**src/rtl/mul_pkg.sv**
```systemverilog
// mul_pkg: shared constants, FSM state type and MSB helper for the sequential multiplier.
package mul_pkg;
    localparam int WIDTH = 16;
    localparam int ITERS = 16;
    localparam int CNT_W = 5;

    typedef enum logic [1:0] {IDLE, RUN, DONE} state_t;

    // Index of the highest set bit; 0 for a zero operand.
    function automatic logic [3:0] msb_idx(input logic [15:0] v);
        logic [3:0] r;
        r = '0;
        for (int i = 0; i < 16; i++) r = v[i] ? 4'(i) : r;
        return r;
    endfunction
endpackage

```
**src/rtl/cla.sv**
```systemverilog
// cla: 16-bit carry-lookahead adder.
//   a, b : addends    cin : carry in
//   sum  : 16-bit sum cout : carry out
module cla (
    input  logic [15:0] a,
    input  logic [15:0] b,
    input  logic        cin,
    output logic [15:0] sum,
    output logic        cout
);
    logic [15:0] g, p;
    logic [16:0] c;

    assign g = a & b;
    assign p = a ^ b;

    // Generate/propagate recurrence; flattened into lookahead terms by synthesis.
    always_comb begin
        c[0] = cin;
        for (int i = 0; i < 16; i++) c[i+1] = g[i] | (p[i] & c[i]);
    end

    assign sum  = p ^ c[15:0];
    assign cout = c[16];
endmodule

```
**src/rtl/mul_seq.sv**
```systemverilog
// mul_seq: sequential 16x16 unsigned shift-add multiplier driving one cla per iteration.
//   clk, rst_n     : clock, asynchronous active-low reset
//   start, a, b    : launch request and operands, captured when start is accepted
//   busy, done     : operation in progress / one-cycle completion pulse
//   product        : registered 32-bit result, held until the next completion
//   MUL_EARLY_EXIT_EN : when defined, RUN stops after the MSB of b and the result is realigned
module mul_seq
    import mul_pkg::*;
#(
    parameter int WIDTH = 16
) (
    input  logic               clk,
    input  logic               rst_n,
    input  logic               start,
    input  logic [WIDTH-1:0]   a,
    input  logic [WIDTH-1:0]   b,
    output logic               busy,
    output logic               done,
    output logic [2*WIDTH-1:0] product
);
    state_t             state_q, state_d;
    logic [WIDTH-1:0]   mcand_q, mcand_d;
    // {acc, low}; the carry bit above acc is always zero after the shift, so it is not stored.
    logic [2*WIDTH-1:0] work_q, work_d;
    logic [CNT_W-1:0]   cnt_q, cnt_d;
    logic [2*WIDTH-1:0] product_q, product_d;
    logic [WIDTH-1:0]   sum;
    logic               cout;
    logic [2*WIDTH-1:0] step;
    logic [2*WIDTH-1:0] prod_next;
    logic               last;

    cla u_cla (
        .a   (work_q[2*WIDTH-1:WIDTH]),
        .b   (work_q[0] ? mcand_q : '0),
        .cin (1'b0),
        .sum (sum),
        .cout(cout)
    );

    assign step = {cout, sum, work_q[WIDTH-1:1]};

`ifdef MUL_EARLY_EXIT_EN
    logic [3:0] msb_q, msb_d;

    assign last      = cnt_q == {1'b0, msb_q};
    // Skipped iterations would only shift right, so apply them in one step.
    assign prod_next = step >> (4'd15 - cnt_q[3:0]);
`else
    assign last      = cnt_q == CNT_W'(ITERS - 1);
    assign prod_next = step;
`endif

    always_comb begin
        state_d   = state_q;
        mcand_d   = mcand_q;
        work_d    = work_q;
        cnt_d     = cnt_q;
        product_d = product_q;
`ifdef MUL_EARLY_EXIT_EN
        msb_d     = msb_q;
`endif
        if (start && state_q != RUN) begin
            state_d = RUN;
            mcand_d = a;
            work_d  = {{WIDTH{1'b0}}, b};
            cnt_d   = '0;
`ifdef MUL_EARLY_EXIT_EN
            msb_d   = msb_idx(b);
`endif
        end else if (state_q == RUN) begin
            work_d = step;
            cnt_d  = cnt_q + 1'b1;
            if (last) begin
                state_d   = DONE;
                product_d = prod_next;
            end
        end else if (state_q == DONE) begin
            state_d = IDLE;
        end
    end

    always_ff @(posedge clk or negedge rst_n) begin
        if (!rst_n) begin
            state_q   <= IDLE;
            mcand_q   <= '0;
            work_q    <= '0;
            cnt_q     <= '0;
            product_q <= '0;
`ifdef MUL_EARLY_EXIT_EN
            msb_q     <= '0;
`endif
        end else begin
            state_q   <= state_d;
            mcand_q   <= mcand_d;
            work_q    <= work_d;
            cnt_q     <= cnt_d;
            product_q <= product_d;
`ifdef MUL_EARLY_EXIT_EN
            msb_q     <= msb_d;
`endif
        end
    end

    assign busy    = state_q == RUN;
    assign done    = state_q == DONE;
    assign product = product_q;
endmodule

```
**config.mk**
```make
export PLATFORM = sky130hd
export DESIGN_NAME = mul_seq
export DESIGN_NICKNAME = d
export VERILOG_FILES = /design/src/rtl/mul_pkg.sv /design/src/rtl/cla.sv /design/src/rtl/mul_seq.sv
export SDC_FILE = /design/constraint.sdc
export NUM_CORES = 1
export LEC_CHECK = 0
export ABC_AREA = 1
export BUFFER_PORTS_ARGS = -buffer_cell sky130_fd_sc_hd__buf_2
export CORE_MARGIN = 2
export CORE_UTILIZATION = 50
export CTS_CLUSTER_DIAMETER = 50
export DETAILED_ROUTE_END_ITERATION = 6
export PLACE_DENSITY_LB_ADDON = 0.25
export SKIP_CTS_REPAIR_TIMING = 1
export SLEW_MARGIN = 5
export SYNTH_ARGS = -nofsm -noshare
export SYNTH_HDL_FRONTEND = slang
export SYNTH_SLANG_ARGS = --single-unit
```
**constraint.sdc**
```tcl
create_clock -name clk -period 7.3 [get_ports clk]
set_input_delay 0.73 -clock clk [delete_from_list [all_inputs] [get_ports clk]]
set_output_delay 0.73 -clock clk [all_outputs]
set_load 0.02 [all_outputs]
```
; Word level (Yosys, flattened, before mapping)
; Cells that the tools add are included.
[totals]
ff_bits = 87
output_inout_bits = 34
word_cells = 59
[op_classes]
reduce_logical = 5
addsub = 1
muxes = 9
eq_ne = 5
n_bitwise = 34
[ops]
columns = op, n
row1 = 2-to-1 mux 32 bit, 2
row2 = XOR 16 bit, 2
row3 = AND 16 bit, 1
row4 = 2-to-1 mux 16 bit, 1
row5 = AND 1 bit, 15
row6 = bitwise OR 1 bit, 15
row7 = 2-to-1 mux 5 bit, 2
row8 = 2-to-1 mux 2 bit, 4
row9 = adder 5 x 1 -> 5 bit (second input constant), 1
row10 = == test 5 x 4 -> 1 bit (second input constant), 1
row11 = inequality test 3 x 1 -> 1 bit (second input constant), 1
row12 = AND reduction 3 bit, 1
row13 = nonzero test 3 bit, 1
row14 = == test 2 x 1 -> 1 bit (second input constant), 1
row15 = == test 2 bit (second input constant), 1
row16 = inequality test 2 x 1 -> 1 bit (second input constant), 1
row17 = AND reduction 2 bit, 1
row18 = nonzero test 2 bit, 1
row19 = logical AND 1 bit, 1
row20 = NOT 1 bit, 1

; Logic depth before layout (Yosys ltp)
[depth]
ltp_word = 34
mapped_depth = 23

; Modules after synthesis
; A second synthesis with hierarchy kept.
[unflattened]
hier_cells = 433
hier_area_um2 = 3976.3
[modules_own_cells]
columns = module, n_inst, cells_each, area_each_um2, seq_area_each_um2
row1 = mul_seq, 1, 407, 3618.5, 2177.1
row2 = cla, 1, 26, 357.8, 0.0

; Worst setup path after synthesis
; OpenSTA, ideal clock, no wires.
[synth_timing]
path_kind = reg2reg
startpoint = reg work_q[0]
endpoint = reg work_q[30]
synth_period_minus_slack_ns = 6.792
slack_ns = 0.508
path_stages_with_launch = 22
setup_ns = 0.133
arrival_time_ns = 6.659
path_cell_list = dfrtp_1 -> clkbuf_1 -> clkbuf_1 -> nand2_1 -> fa_1 -> fa_1 -> fa_1 -> fa_1 -> fa_1 -> fa_1 -> fa_1 -> fa_1 -> fa_1 -> fa_1 -> fa_1 -> fa_1 -> fa_1 -> inv_1 -> fa_1 -> inv_1 -> fa_1 -> o21ai_0
[synth_between]
elab_chain_len = 33
[synth_lines]
columns = item, line_no
row1 = start: declaration, mul_seq.sv:24  ; logic [2*WIDTH-1:0] work_q, work_d;
row2 = start signal: assignment, mul_seq.sv:96  ; work_q <= work_d;
row3 = 2-to-1 mux 16 bit *, mul_seq.sv:35  ; .b (work_q[0] ? mcand_q : '0),
row4 = XOR 16 bit or AND 16 bit (tied branches), "cla.sv:15, cla.sv:14"
row5 = AND 1 bit, cla.sv:20  ; for (int i = 0; i < 16; i++) c[i+1] = g[i] | (p[i] & c[i]);
row6 = bitwise OR 1 bit, cla.sv:20
row7 = AND 1 bit, cla.sv:20
row8 = bitwise OR 1 bit, cla.sv:20
row9 = AND 1 bit, cla.sv:20
row10 = bitwise OR 1 bit, cla.sv:20
row11 = (+17 left out), -
row12 = bitwise OR 1 bit, cla.sv:20
row13 = AND 1 bit, cla.sv:20
row14 = bitwise OR 1 bit, cla.sv:20
row15 = AND 1 bit, cla.sv:20
row16 = bitwise OR 1 bit, cla.sv:20
row17 = XOR 16 bit *, cla.sv:23  ; assign sum = p ^ c[15:0];
row18 = 2-to-1 mux 32 bit *, mul_seq.sv:71  ; end else if (state_q == RUN) begin
row19 = 2-to-1 mux 32 bit *, mul_seq.sv:63  ; if (start && state_q != RUN) begin
; Every way passes the cells marked *; elsewhere a longest branch is shown, timed or not. The select of a mux whose other input is x is not followed.
; A chain may end at the register's enable or synchronous reset.

; Worst setup path after layout
; Same ends and word-level chain as after synthesis.

==> impl_metrics.tcl <==
set metrics [dict create \
    skew_ns 0.01117 \
    syn_inst 412 \
    area_delta_synth_final_pct 17.33 \
    powerDensity_nw_per_um2 361.4 \
    core_area_um2 7292 \
    p_seq_share_pct 43.9 \
    rr_endpoint "work_q[30]$_DFFE_PN0P_" \
    min_to "product[9]$_DFFE_PN0P_" \
    hold_violations 0 \
    synth_seq_cells 87 \
    synth.distinct_cells 15 \
    leakage_uw 0.002348 \
    status "finished, final reports clean" \
    grt_start_max_net_pins 88 \
    cap_violations 0 \
    drive_gt1_share_pct 18.92 \
    worstMarginPinSlew_ns 1.064 \
    drc 0 \
    wl_per_cell_um 13.11 \
    whs_path_depth 2 \
    antenna_found_initial 0 \
    relSlewSlack_pct 29.03 \
    start_util_pct 51.97 \
    clock.fmax_mhz 146.5 \
    finalSetupViolations 0 \
    htreeDepth 3 \
    die_y_um 91.06 \
    synth_fp_nets 467 \
    holdCritStartpoint "product[9]$_DFFE_PN0P_" \
    max-vdd-ir-drop_mv 0.1518 \
    diodes 0 \
    antenna_left 0 \
    grt_pass1_wl_um 12870 \
    crit_required_ns 7.52 \
    dieArea_um2 8292 \
    crit_path_end_kind "register" \
    nFillCells 663 \
    drv_slew 0 \
    netSwitchingFraction_pct 35.42 \
    cts_buffer_depth 2 \
    worst_ep_arrival_time_ns 7.04 \
    dpl.hpwl_um 4939 \
    worstPathMaxFanout 15 \
    hold_path.class "reg2reg" \
    period_minus_slack_ns 6.826 \
    drt_iter0_drc 184 \
    fin_nets 531 \
    power_switching_uw 569.2 \
    rsz0062_at_grt "false" \
    clkTransAtPathRegs_ns 0.09 \
    clock_sinks 87 \
    cts-buffers-inserted 9 \
    cts_tree "done" \
    io_buffers 68 \
    viasPerCell 4.909 \
    ios 69 \
    p_int_uw 1038 \
    fin_hold_ws_ns 0.4804 \
    setup_tns_ns 0 \
    grt.total_usage_pct 19.42 \
    avgSynthCellArea_um2 9.199 \
    wirelength_um 7603 \
    critPathKind "reg2reg" \
    yosysWarnings 0 \
    first_global_vias 2761 \
    fp.dieW_um 91.06 \
    row_count 31 \
    pwr-share-comb_pct 31.1 \
    dr.pass1.iters 4 \
    rrSetupSlack_ns 0.47 \
    gp_congestion 0.7876 \
    via_count 2847 \
    cp-start-kind "register" \
    syn_area_um2 3790 \
    p_total_uw 1607 \
    p_clk_share_pct 25.0 \
    cts_root_buf "clkbuf_8" \
    overflow 0 \
    r2r-start "work_q[0]$_DFFE_PN0P_" \
    ff2ff_path_depth 20 \
    insertion_delay_ns 0.36 \
    utilization_pct 60.98 \
    ys_seq_area_share_pct 57.44 \
    finalCritPeriodShare_pct 93.51 \
]
layout by cell type, fill, tap and decap left out, drive strengths merged:
cell type  instances
a21oi              3
buf               72
bufinv             3
clkbuf            10
clkinv             2
clkinvlp           1
dfrtp             87
fa                15
ha                 5
inv               32
nand2            195
nand3             17
nor2               3
o21ai             21
o22ai             15
critical path, cell delays in order (launching register included):
cell and delay, ns:
dfrtp_1 0.38, buf_4 0.21, nand2_1 0.09, fa_1 0.41, fa_1 0.39, fa_1 0.38
fa_1 0.39, fa_1 0.39, fa_1 0.38, fa_1 0.42, fa_1 0.43, fa_1 0.40
fa_1 0.39, fa_1 0.40, fa_1 0.41, fa_1 0.37, inv_1 0.07, fa_1 0.15
inv_1 0.05, fa_1 0.49, o21ai_0 0.09
area by class of cell:
class | instances | area, um2 | area share, %
Tap cell | 99 | 123.9 | 2.786
Sequential cell | 87 | 2177 | 48.96
Timing Repair Buffer | 72 | 372.9 | 8.385
Inverter | 32 | 120.1 | 2.701
Clock inverter | 6 | 107.6 | 2.420
Clock buffer | 10 | 137.6 | 3.095
Multi-Input combinational cell | 274 | 1408 | 31.65
per-stage QoR:
stage                     worst slack (ns)  instance area [um2]  instances
after floorplan                     0.5084                 3790        412
after global placement              0.6647                 4202        564
after detailed placement            0.5296                 4202        564
after CTS                           0.4341                 4447        580
after global routing                0.1359                 4447        580
final                               0.4737                 4447        580
worst max-delay path by stage:
stage,end,start,cells past startpoint,slack (ns)
after floorplan,work_q[30]$_DFFE_PN0P_,work_q[0]$_DFFE_PN0P_,21,0.51
after global placement,work_q[30]$_DFFE_PN0P_,work_q[0]$_DFFE_PN0P_,20,0.66
after detailed placement,work_q[30]$_DFFE_PN0P_,work_q[0]$_DFFE_PN0P_,20,0.53
after CTS,work_q[30]$_DFFE_PN0P_,work_q[0]$_DFFE_PN0P_,20,0.43
after global routing,work_q[30]$_DFFE_PN0P_,work_q[0]$_DFFE_PN0P_,20,0.14
final,work_q[30]$_DFFE_PN0P_,work_q[0]$_DFFE_PN0P_,20,0.47
state kept, by name, summed over array words and instances (netlist names):
| name | flops |
|---|---|
| mcand_q | 16 |
| state_q | 2 |
| product | 32 |
| cnt_q | 5 |
| work_q | 32 |
routing by layer:
metal | up-vias | global-route usage, % | part of all wire [%]
met5 | - | 0 | 0
met4 | 0 | 6.818 | 1.5
met3 | 11 | 3.154 | 3.9
met2 | 60 | 31.67 | 49
met1 | 1371 | 26.60 | 46
li1 | 1405 | - | -
power by group through the flow:
stage	Sequential, uW	Clock, uW	Combinational (uW)
floorplan	714	0	350
global placement	708	0	490
detailed placement	712	0	503
CTS	704	407	512
global route	722	428	576
finish	705	402	500
logic make-up after synthesis:
| kind of cell | count (synthesis) | synth area share (%) |
|---|---|---|
| adder cells (fa/ha/maj) | 20 | 9.574 |
| flip-flops | 87 | 57.44 |
| buffers and inverters | 51 | 5.414 |
| AO/OA/AOI/OAI | 39 | 5.645 |
| AND/OR/NAND/NOR | 215 | 21.92 |
synth_stat cells, drive strengths merged:
master | count | share of area, %
a21oi | 3 | 0.40
buf | 11 | 1.5
clkbuf | 8 | 0.79
dfrtp | 87 | 57
fa | 15 | 7.9
ha | 5 | 1.7
inv | 32 | 3.2
nand2 | 195 | 19
nand3 | 17 | 2.2
nor2 | 3 | 0.30
o21ai | 21 | 2.8
o22ai | 15 | 2.5
Power figures use the tool's default switching activity.
